**config.mk**
```make
export PLATFORM = sky130hd
export DESIGN_NAME = instr_encoder
export DESIGN_NICKNAME = d
export VERILOG_FILES = /design/src/rtl/instr_encoder.sv
export SDC_FILE = /design/constraint.sdc
export NUM_CORES = 1
export LEC_CHECK = 0
export ABC_AREA = 1
export ABC_CLOCK_PERIOD_IN_PS = 4900
export CORE_MARGIN = 2
export CORE_UTILIZATION = 40
export CTS_CLUSTER_SIZE = 8
export DETAILED_ROUTE_END_ITERATION = 16
export PLACE_DENSITY = 0.61
export SLEW_MARGIN = 30
export SYNTH_ARGS = -nofsm -noshare
export SYNTH_HDL_FRONTEND = slang
export SYNTH_SLANG_ARGS = --single-unit
```
**constraint.sdc**
```tcl
create_clock -name clk -period 4.9 [get_ports clk]
set_input_delay 0.98 -clock clk [delete_from_list [all_inputs] [get_ports clk]]
set_output_delay 0.98 -clock clk [all_outputs]
set_load 0.05 [all_outputs]
```
**src/rtl/instr_encoder.sv**
```systemverilog
// MIPS instruction encoder: mnemonic + fields in, 32-bit word tagged with a running byte address out through a small FIFO.
// Optional build macro INSTR_ENCODER_NOP_FILL_EN: illegal mnemonics emit a NOP word instead of being dropped.
module instr_encoder #(
  parameter int          DEPTH     = 4,
  parameter logic [31:0] BASE_ADDR = 32'h0040_0000
) (
  input  logic                       clk,
  input  logic                       reset,
  input  logic                       Clear,
  input  logic                       InValid,
  output logic                       InReady,
  input  logic [4:0]                 Mnemonic,
  input  logic [4:0]                 Rs,
  input  logic [4:0]                 Rt,
  input  logic [4:0]                 Rd,
  input  logic [4:0]                 Shamt,
  input  logic [15:0]                Imm,
  input  logic [25:0]                Target,
  output logic                       OutValid,
  input  logic                       OutReady,
  output logic [31:0]                OutInstr,
  output logic [31:0]                OutAddr,
  output logic [$clog2(DEPTH):0]     Count,
  output logic                       Illegal
);

  localparam int AW = $clog2(DEPTH);
  localparam int CW = AW + 1;

  // Mnemonic codes
  localparam logic [4:0] MN_ADD  = 5'd0;
  localparam logic [4:0] MN_SUB  = 5'd1;
  localparam logic [4:0] MN_AND  = 5'd2;
  localparam logic [4:0] MN_OR   = 5'd3;
  localparam logic [4:0] MN_NOR  = 5'd4;
  localparam logic [4:0] MN_SLL  = 5'd5;
  localparam logic [4:0] MN_SRL  = 5'd6;
  localparam logic [4:0] MN_JR   = 5'd7;
  localparam logic [4:0] MN_ADDI = 5'd8;
  localparam logic [4:0] MN_ORI  = 5'd9;
  localparam logic [4:0] MN_LUI  = 5'd10;
  localparam logic [4:0] MN_LW   = 5'd11;
  localparam logic [4:0] MN_SW   = 5'd12;
  localparam logic [4:0] MN_BEQ  = 5'd13;
  localparam logic [4:0] MN_BNE  = 5'd14;
  localparam logic [4:0] MN_J    = 5'd15;
  localparam logic [4:0] MN_JAL  = 5'd16;

  // Opcodes and R-type function codes
  localparam logic [5:0] OP_RTYPE = 6'h00;
  localparam logic [5:0] OP_ADDI  = 6'h08;
  localparam logic [5:0] OP_ORI   = 6'h0d;
  localparam logic [5:0] OP_LUI   = 6'h0f;
  localparam logic [5:0] OP_LW    = 6'h23;
  localparam logic [5:0] OP_SW    = 6'h2b;
  localparam logic [5:0] OP_BEQ   = 6'h04;
  localparam logic [5:0] OP_BNE   = 6'h05;
  localparam logic [5:0] OP_J     = 6'h02;
  localparam logic [5:0] OP_JAL   = 6'h03;

  localparam logic [5:0] FN_ADD = 6'h20;
  localparam logic [5:0] FN_SUB = 6'h22;
  localparam logic [5:0] FN_AND = 6'h24;
  localparam logic [5:0] FN_OR  = 6'h25;
  localparam logic [5:0] FN_NOR = 6'h27;
  localparam logic [5:0] FN_SLL = 6'h00;
  localparam logic [5:0] FN_SRL = 6'h02;
  localparam logic [5:0] FN_JR  = 6'h08;

  logic [31:0]   encWord;
  logic          encLegal;
  logic [31:0]   wordIn;
  logic          pushEn;
  logic          wrEn;
  logic          popEn;
  logic [AW-1:0] wrPtr;
  logic [AW-1:0] rdPtr;
  logic [CW-1:0] cnt;
  logic [31:0]   runAddr;
  logic          illegalQ;

  logic [31:0]   instrMem [DEPTH];
  logic [31:0]   addrMem  [DEPTH];

  // Combinational encoder; forced-zero fields never look at their inputs.
  always_comb begin
    encWord  = 32'h0;
    encLegal = 1'b1;
    case (Mnemonic)
      MN_ADD:  encWord = {OP_RTYPE, Rs, Rt, Rd, 5'd0, FN_ADD};
      MN_SUB:  encWord = {OP_RTYPE, Rs, Rt, Rd, 5'd0, FN_SUB};
      MN_AND:  encWord = {OP_RTYPE, Rs, Rt, Rd, 5'd0, FN_AND};
      MN_OR:   encWord = {OP_RTYPE, Rs, Rt, Rd, 5'd0, FN_OR};
      MN_NOR:  encWord = {OP_RTYPE, Rs, Rt, Rd, 5'd0, FN_NOR};
      MN_SLL:  encWord = {OP_RTYPE, 5'd0, Rt, Rd, Shamt, FN_SLL};
      MN_SRL:  encWord = {OP_RTYPE, 5'd0, Rt, Rd, Shamt, FN_SRL};
      MN_JR:   encWord = {OP_RTYPE, Rs, 5'd0, 5'd0, 5'd0, FN_JR};
      MN_ADDI: encWord = {OP_ADDI, Rs, Rt, Imm};
      MN_ORI:  encWord = {OP_ORI, Rs, Rt, Imm};
      MN_LUI:  encWord = {OP_LUI, 5'd0, Rt, Imm};
      MN_LW:   encWord = {OP_LW, Rs, Rt, Imm};
      MN_SW:   encWord = {OP_SW, Rs, Rt, Imm};
      MN_BEQ:  encWord = {OP_BEQ, Rs, Rt, Imm};
      MN_BNE:  encWord = {OP_BNE, Rs, Rt, Imm};
      MN_J:    encWord = {OP_J, Target};
      MN_JAL:  encWord = {OP_JAL, Target};
      default: encLegal = 1'b0;
    endcase
  end

  // Handshakes: a transfer happens on a rising edge where valid and ready are both high.
  // InReady looks only at occupancy and Clear, never at a same-cycle pop.
  assign InReady  = (cnt < CW'(DEPTH)) && !Clear;
  assign OutValid = (cnt != '0);
  assign pushEn   = InValid && InReady;
  assign popEn    = OutValid && OutReady && !Clear;

`ifdef INSTR_ENCODER_NOP_FILL_EN
  assign wrEn   = pushEn;
  assign wordIn = encLegal ? encWord : 32'h0000_0000;
`else
  assign wrEn   = pushEn && encLegal;
  assign wordIn = encWord;
`endif

  // Storage is not reset; the empty-gating on the outputs hides stale entries.
  always_ff @(posedge clk) begin
    if (wrEn) begin
      instrMem[wrPtr] <= wordIn;
      addrMem[wrPtr]  <= runAddr;
    end
  end

  always_ff @(posedge clk or negedge reset) begin
    if (!reset) begin
      cnt      <= '0;
      wrPtr    <= '0;
      rdPtr    <= '0;
      runAddr  <= BASE_ADDR;
      illegalQ <= 1'b0;
    end else if (Clear) begin
      cnt      <= '0;
      wrPtr    <= '0;
      rdPtr    <= '0;
      runAddr  <= BASE_ADDR;
      illegalQ <= 1'b0;
    end else begin
      if (wrEn) begin
        wrPtr   <= wrPtr + AW'(1);
        runAddr <= runAddr + 32'd4;
      end
      if (popEn) begin
        rdPtr <= rdPtr + AW'(1);
      end
      case ({wrEn, popEn})
        2'b10:   cnt <= cnt + CW'(1);
        2'b01:   cnt <= cnt - CW'(1);
        default: cnt <= cnt;
      endcase
      if (pushEn && !encLegal) begin
        illegalQ <= 1'b1;
      end
    end
  end

  assign OutInstr = OutValid ? instrMem[rdPtr] : 32'h0;
  assign OutAddr  = OutValid ? addrMem[rdPtr]  : 32'h0;
  assign Count    = cnt;
  assign Illegal  = illegalQ;

endmodule

```
==> tab_implementation.tex <==
\begin{tabular}{lr}
\hline
Metric & Value \\
\hline
\multicolumn{2}{l}{\textbf{Run status}} \\
\quad Run status & complete, no violations \\
\multicolumn{2}{l}{\textbf{Pwr}} \\
\quad Part of the total power dissipated in combinational logic & 16.5\% \\
\quad Leakage Power & 5.552 nW \\
\quad Power per Cell Area & 401.0 mW/mm\^{}2 \\
\quad Net Sw Power & 1.702 mW \\
\quad Maximum VDD drop & 0.1904 mV \\
\quad Register share of total power & 43.3\% \\
\quad Switching part of the total power & 27.42\% \\
\quad Clock network power share & 40.2\% \\
\quad Pint & 4.506 mW \\
\multicolumn{2}{l}{\textbf{Detailed routing}} \\
\quad Detailed Routing Iterations Pass 1 & 5 \\
\quad Total vias in the final route & 9221 \\
\quad Post-route DRC & 0 \\
\quad Routed vias/inst & 5.169 \\
\quad Routed length per instance & 17.65 um \\
\quad Detail Route met2 WL & 15200 um \\
\quad Post-detailed-route count of antenna-violating nets & 0 \\
\quad Met1 wire length & 13990 um \\
\quad Post-detailed-routing wire length & 31490 um \\
\quad DRT iter0 DRCs & 593 \\
\quad WL met3 & 1817 um \\
\quad Top Layer Used & met4 \\
\multicolumn{2}{l}{\textbf{Setup path}} \\
\quad Largest driver fanout on the critical path & 65 \\
\quad Kind of launch point of the worst setup path & register \\
\quad Critical path capture point type & primary output \\
\quad Number of cells on the worst reg-to-reg path & 10 \\
\quad Maximum cell stage delay along the critical path & 0.88 ns \\
\quad Master of the slowest instance on the critical path & dfrtp\_4 \\
\quad Endpoint arrival time on the critical path & 3.19 ns \\
\quad Origin of the critical flop-to-flop path & Count[2] \\
\quad Crit Reg-Reg Endpoint & Count[2] \\
\quad Worst-case register-to-register setup slack & 2.51 ns \\
\quad Kind of critical path & register to primary output \\
\quad Critical Path, Cell by Cell & buf\_12 > nor2\_1 > nor2\_1 > o21ai\_0 > a21oi\_1 > clkdlybuf4s50\_1 \\
\quad Dominant cell type by count on the critical path & nor2\_1 \\
\quad Crit path required time & 3.92 ns \\
\multicolumn{2}{l}{\textbf{Floorplan}} \\
\quad Number of top-level pins & 142 \\
\quad Initial core utilization & 40.69\% \\
\quad Core ar. & 0.03067 sq mm \\
\quad Row Count & 64 \\
\quad X dimension of the die & 180.6 um \\
\quad Height of the die & 180.6 um \\
\quad Floorplan die area & 0.03263 sq mm \\
\multicolumn{2}{l}{\textbf{Cells and area}} \\
\quad Post-route non-filler standard cell count & 1784 \\
\quad Share of cells above drive strength 1 & 7.061\% \\
\quad Post-layout utilization of the core & 50.48\% \\
\quad Relative area change from synthesis to final layout & 24.04\% \\
\quad Antenna Diode Count & 0 \\
\quad Filler cell count & 2733 \\
\quad Post-layout net count & 1441 \\
\multicolumn{2}{l}{\textbf{Clock network}} \\
\quad Number of buffers inserted for hold repair after clock tree synthesis & 0 \\
\quad Latest clock arrival within the worst-skew pair & 0.51 ns \\
\quad Number of buffers inserted during clock tree synthesis & 41 \\
\quad Setup Fix Bufs, Post-CTS & 0 \\
\quad Number of instances resized during post-cts repair & 0 \\
\quad CTS tree & done \\
\quad CTS max path bufs & 3 \\
\quad Clock sink count & 282 \\
\quad Maximum level of the CTS H-tree & 2 \\
\quad Clock input transition at the sequential cells of the worst setup and hold paths & 0.05 ns \\
\quad CTS root buf & clkbuf\_16 \\
\multicolumn{2}{l}{\textbf{Yosys}} \\
\quad Cells taking the most area after synthesis & edfxtp\_1 (59\%), nor2\_1 (9.5\%), dfrtp\_1 (7.4\%), nand2\_1 (5.7\%), o21ai\_0 (5.6\%) \\
\quad Netlist cell types & 39 \\
\quad Ranking of synthesized cells by instance count & nor2\_1 (317), edfxtp\_1 (244), nand2\_1 (188), o21ai\_0 (140), a21oi\_1 (73) \\
\quad Sequential element share of the synthesized area & 66.34\% \\
\quad Count of flip-flops with a built-in enable after synthesis & 244 \\
\quad Post-synthesis instance area & 0.01248 sq mm \\
\quad Average size of a mapped cell & 10.23 sq um \\
\quad FF+latch count, synth & 282 \\
\quad Area share of the leading cell type in the synthesized netlist & 58.71\% \\
\quad Main synth FF type & edfxtp\_1 \\
\quad Yosys warnings & 0 \\
\quad Cell with the most instances after synthesis & nor2\_1 \\
\quad Largest area contributor in the netlist & edfxtp\_1 \\
\quad Mapped Cells & 1220 \\
\quad Post-synth ARST share & 13.48\% \\
\multicolumn{2}{l}{\textbf{Global routing}} \\
\quad All-Layer GR Usage & 19.09\% \\
\quad Number of global-route vias before repair & 8976 \\
\quad Remaining global-route overflow & 0 \\
\quad Antenna violations before repair & 0 \\
\quad Wire length of the first global-routing pass & 49490 um \\
\quad Maximum number of pins on one net before global-route repair & 66 \\
\multicolumn{2}{l}{\textbf{Timing}} \\
\quad Setup repair after global routing missed its margin & no \\
\quad Post-layout min period & 4.167 ns \\
\quad Total negative slack & 0 ns \\
\quad Fin crit share & 85.04\% \\
\quad Count of pins over their slew limit & 0 \\
\quad Final setup vio count & 0 \\
\quad Slew at the pin with the worst max-slew slack & 0.8207 ns \\
\quad Number of failing hold endpoints at the final stage & 0 \\
\quad F\_max & 0.2400 GHz \\
\quad Clock tree skew after final layout & 0.01216 ns \\
\quad Relative slew slack & 45.08\% \\
\multicolumn{2}{l}{\textbf{Min path}} \\
\quad Worst hold path class & input port to async pin \\
\multicolumn{2}{l}{\textbf{Place}} \\
\quad Final HPWL DP & 19140 um \\
\quad Global placement routability congestion & 0.8904 \\
\quad Placed Cells & 1716 \\
\quad Number of buffers added on ports & 138 \\
\multicolumn{2}{l}{\textbf{Flow run}} \\
\quad Number of max-cap violations & 0 \\
\hline
\end{tabular}
==> cell type report <==
class	count	area, sq um	share of cell area (%)
Inverter	53	198.9	1.285
Multi-Input combinational cell	828	3764	24.31
Tap cell	396	495.5	3.201
Clock inverter	3	26.28	0.1697
Sequential cell	282	8284	53.51
Timing Repair Buffer	157	1597	10.31
Clock buffer	65	1116	7.209
==> cells in the final DEF, fill, tap and decap left out, drive strengths merged, types with 3 or more instances in the layout <==
cell / n
inv: 55
ha: 5
a22oi: 5
nand3: 40
clkbuf: 65
a21oi: 73
nand4: 17
o21ai: 144
clkdlybuf4s50: 137
xor2: 3
dfrtp: 37
edfxtp: 244
a22o: 6
nor3: 4
conb: 3
nand2: 195
nor2: 325
buf: 20
==> critical path, delay by kind of cell (launching register included) <==
family / cells / cell delay (ns)
compound gates: 2 / 0.35
buf+inv: 2 / 1.23
flops: 1 / 0.88
simple gates: 2 / 0.17
==> sequential cells by signal, indices dropped and copies added (netlist names) <==
| name | flops |
|---|---|
| rdPtr | 2 |
| wrPtr | 2 |
| runAddr | 30 |
| Count | 3 |
| addrMem | 120 |
| Illegal | 1 |
| instrMem | 124 |
==> cells by family (layout without fill, tap and decap cells) <==
family,Yosys count,count (layout),synth area share [%]
AOI/OAI and AO/OA,233,233,9.835
xor gates and xnor gates,4,4,0.2808
adders and majority gates,6,6,0.6617
buffers and inverters,112,278,3.809
DFF,282,282,66.34
other,1,3,0.03005
and+or+nand+nor,582,582,19.05
==> power by group through the flow <==
stage	Clock, mW	Combinational [mW]	Sequential [mW]
2_1_floorplan	0	0.652	2.72
3_3_place_gp	0	1.02	2.73
3_5_place_dp	0	1.03	2.73
4_1_cts	2.55	1.03	2.69
5_1_grt	2.66	1.10	2.69
6_report	2.50	1.03	2.69
==> through the flow <==
| step | instance area, sq um | setup slack, ns | hold WS [ns] | total power, mW |
|---|---|---|---|---|
| 6_report | 15480 | 0.7329 | 0.4502 | 6.208 |
| 2_1_floorplan | 12490 | 0.3129 | 0.5124 | 3.368 |
| 3_3_place_gp | 14340 | 1.255 | 0.5199 | 3.753 |
| 3_5_place_dp | 14340 | 1.275 | 0.4991 | 3.759 |
| 4_1_cts | 15480 | 0.7276 | 0.5269 | 6.267 |
| 5_1_grt | 15480 | 0.5364 | 0.4787 | 6.443 |
==> layer usage <==
metal,up-vias,GRT usage [%]
met2,290,32.18
met4,0,4.839
li1,4460,-
met5,-,0
met1,4424,25.48
met3,47,3.577
==> worst max path at each step <==
stage / startpoint / end / slack, ns / cells past startpoint
after floorplan: Mnemonic[0] / addrMem[0][10] / 0.31 / 6
after global placement: rdPtr[0] / OutAddr[2] / 1.25 / 6
after detailed placement: rdPtr[0] / OutAddr[2] / 1.28 / 6
after CTS: rdPtr[0] / OutAddr[2] / 0.73 / 6
after global routing: rdPtr[0] / OutInstr[0] / 0.54 / 6
final: rdPtr[0] / OutInstr[0] / 0.73 / 6
(Power assumes the default switching activity.)
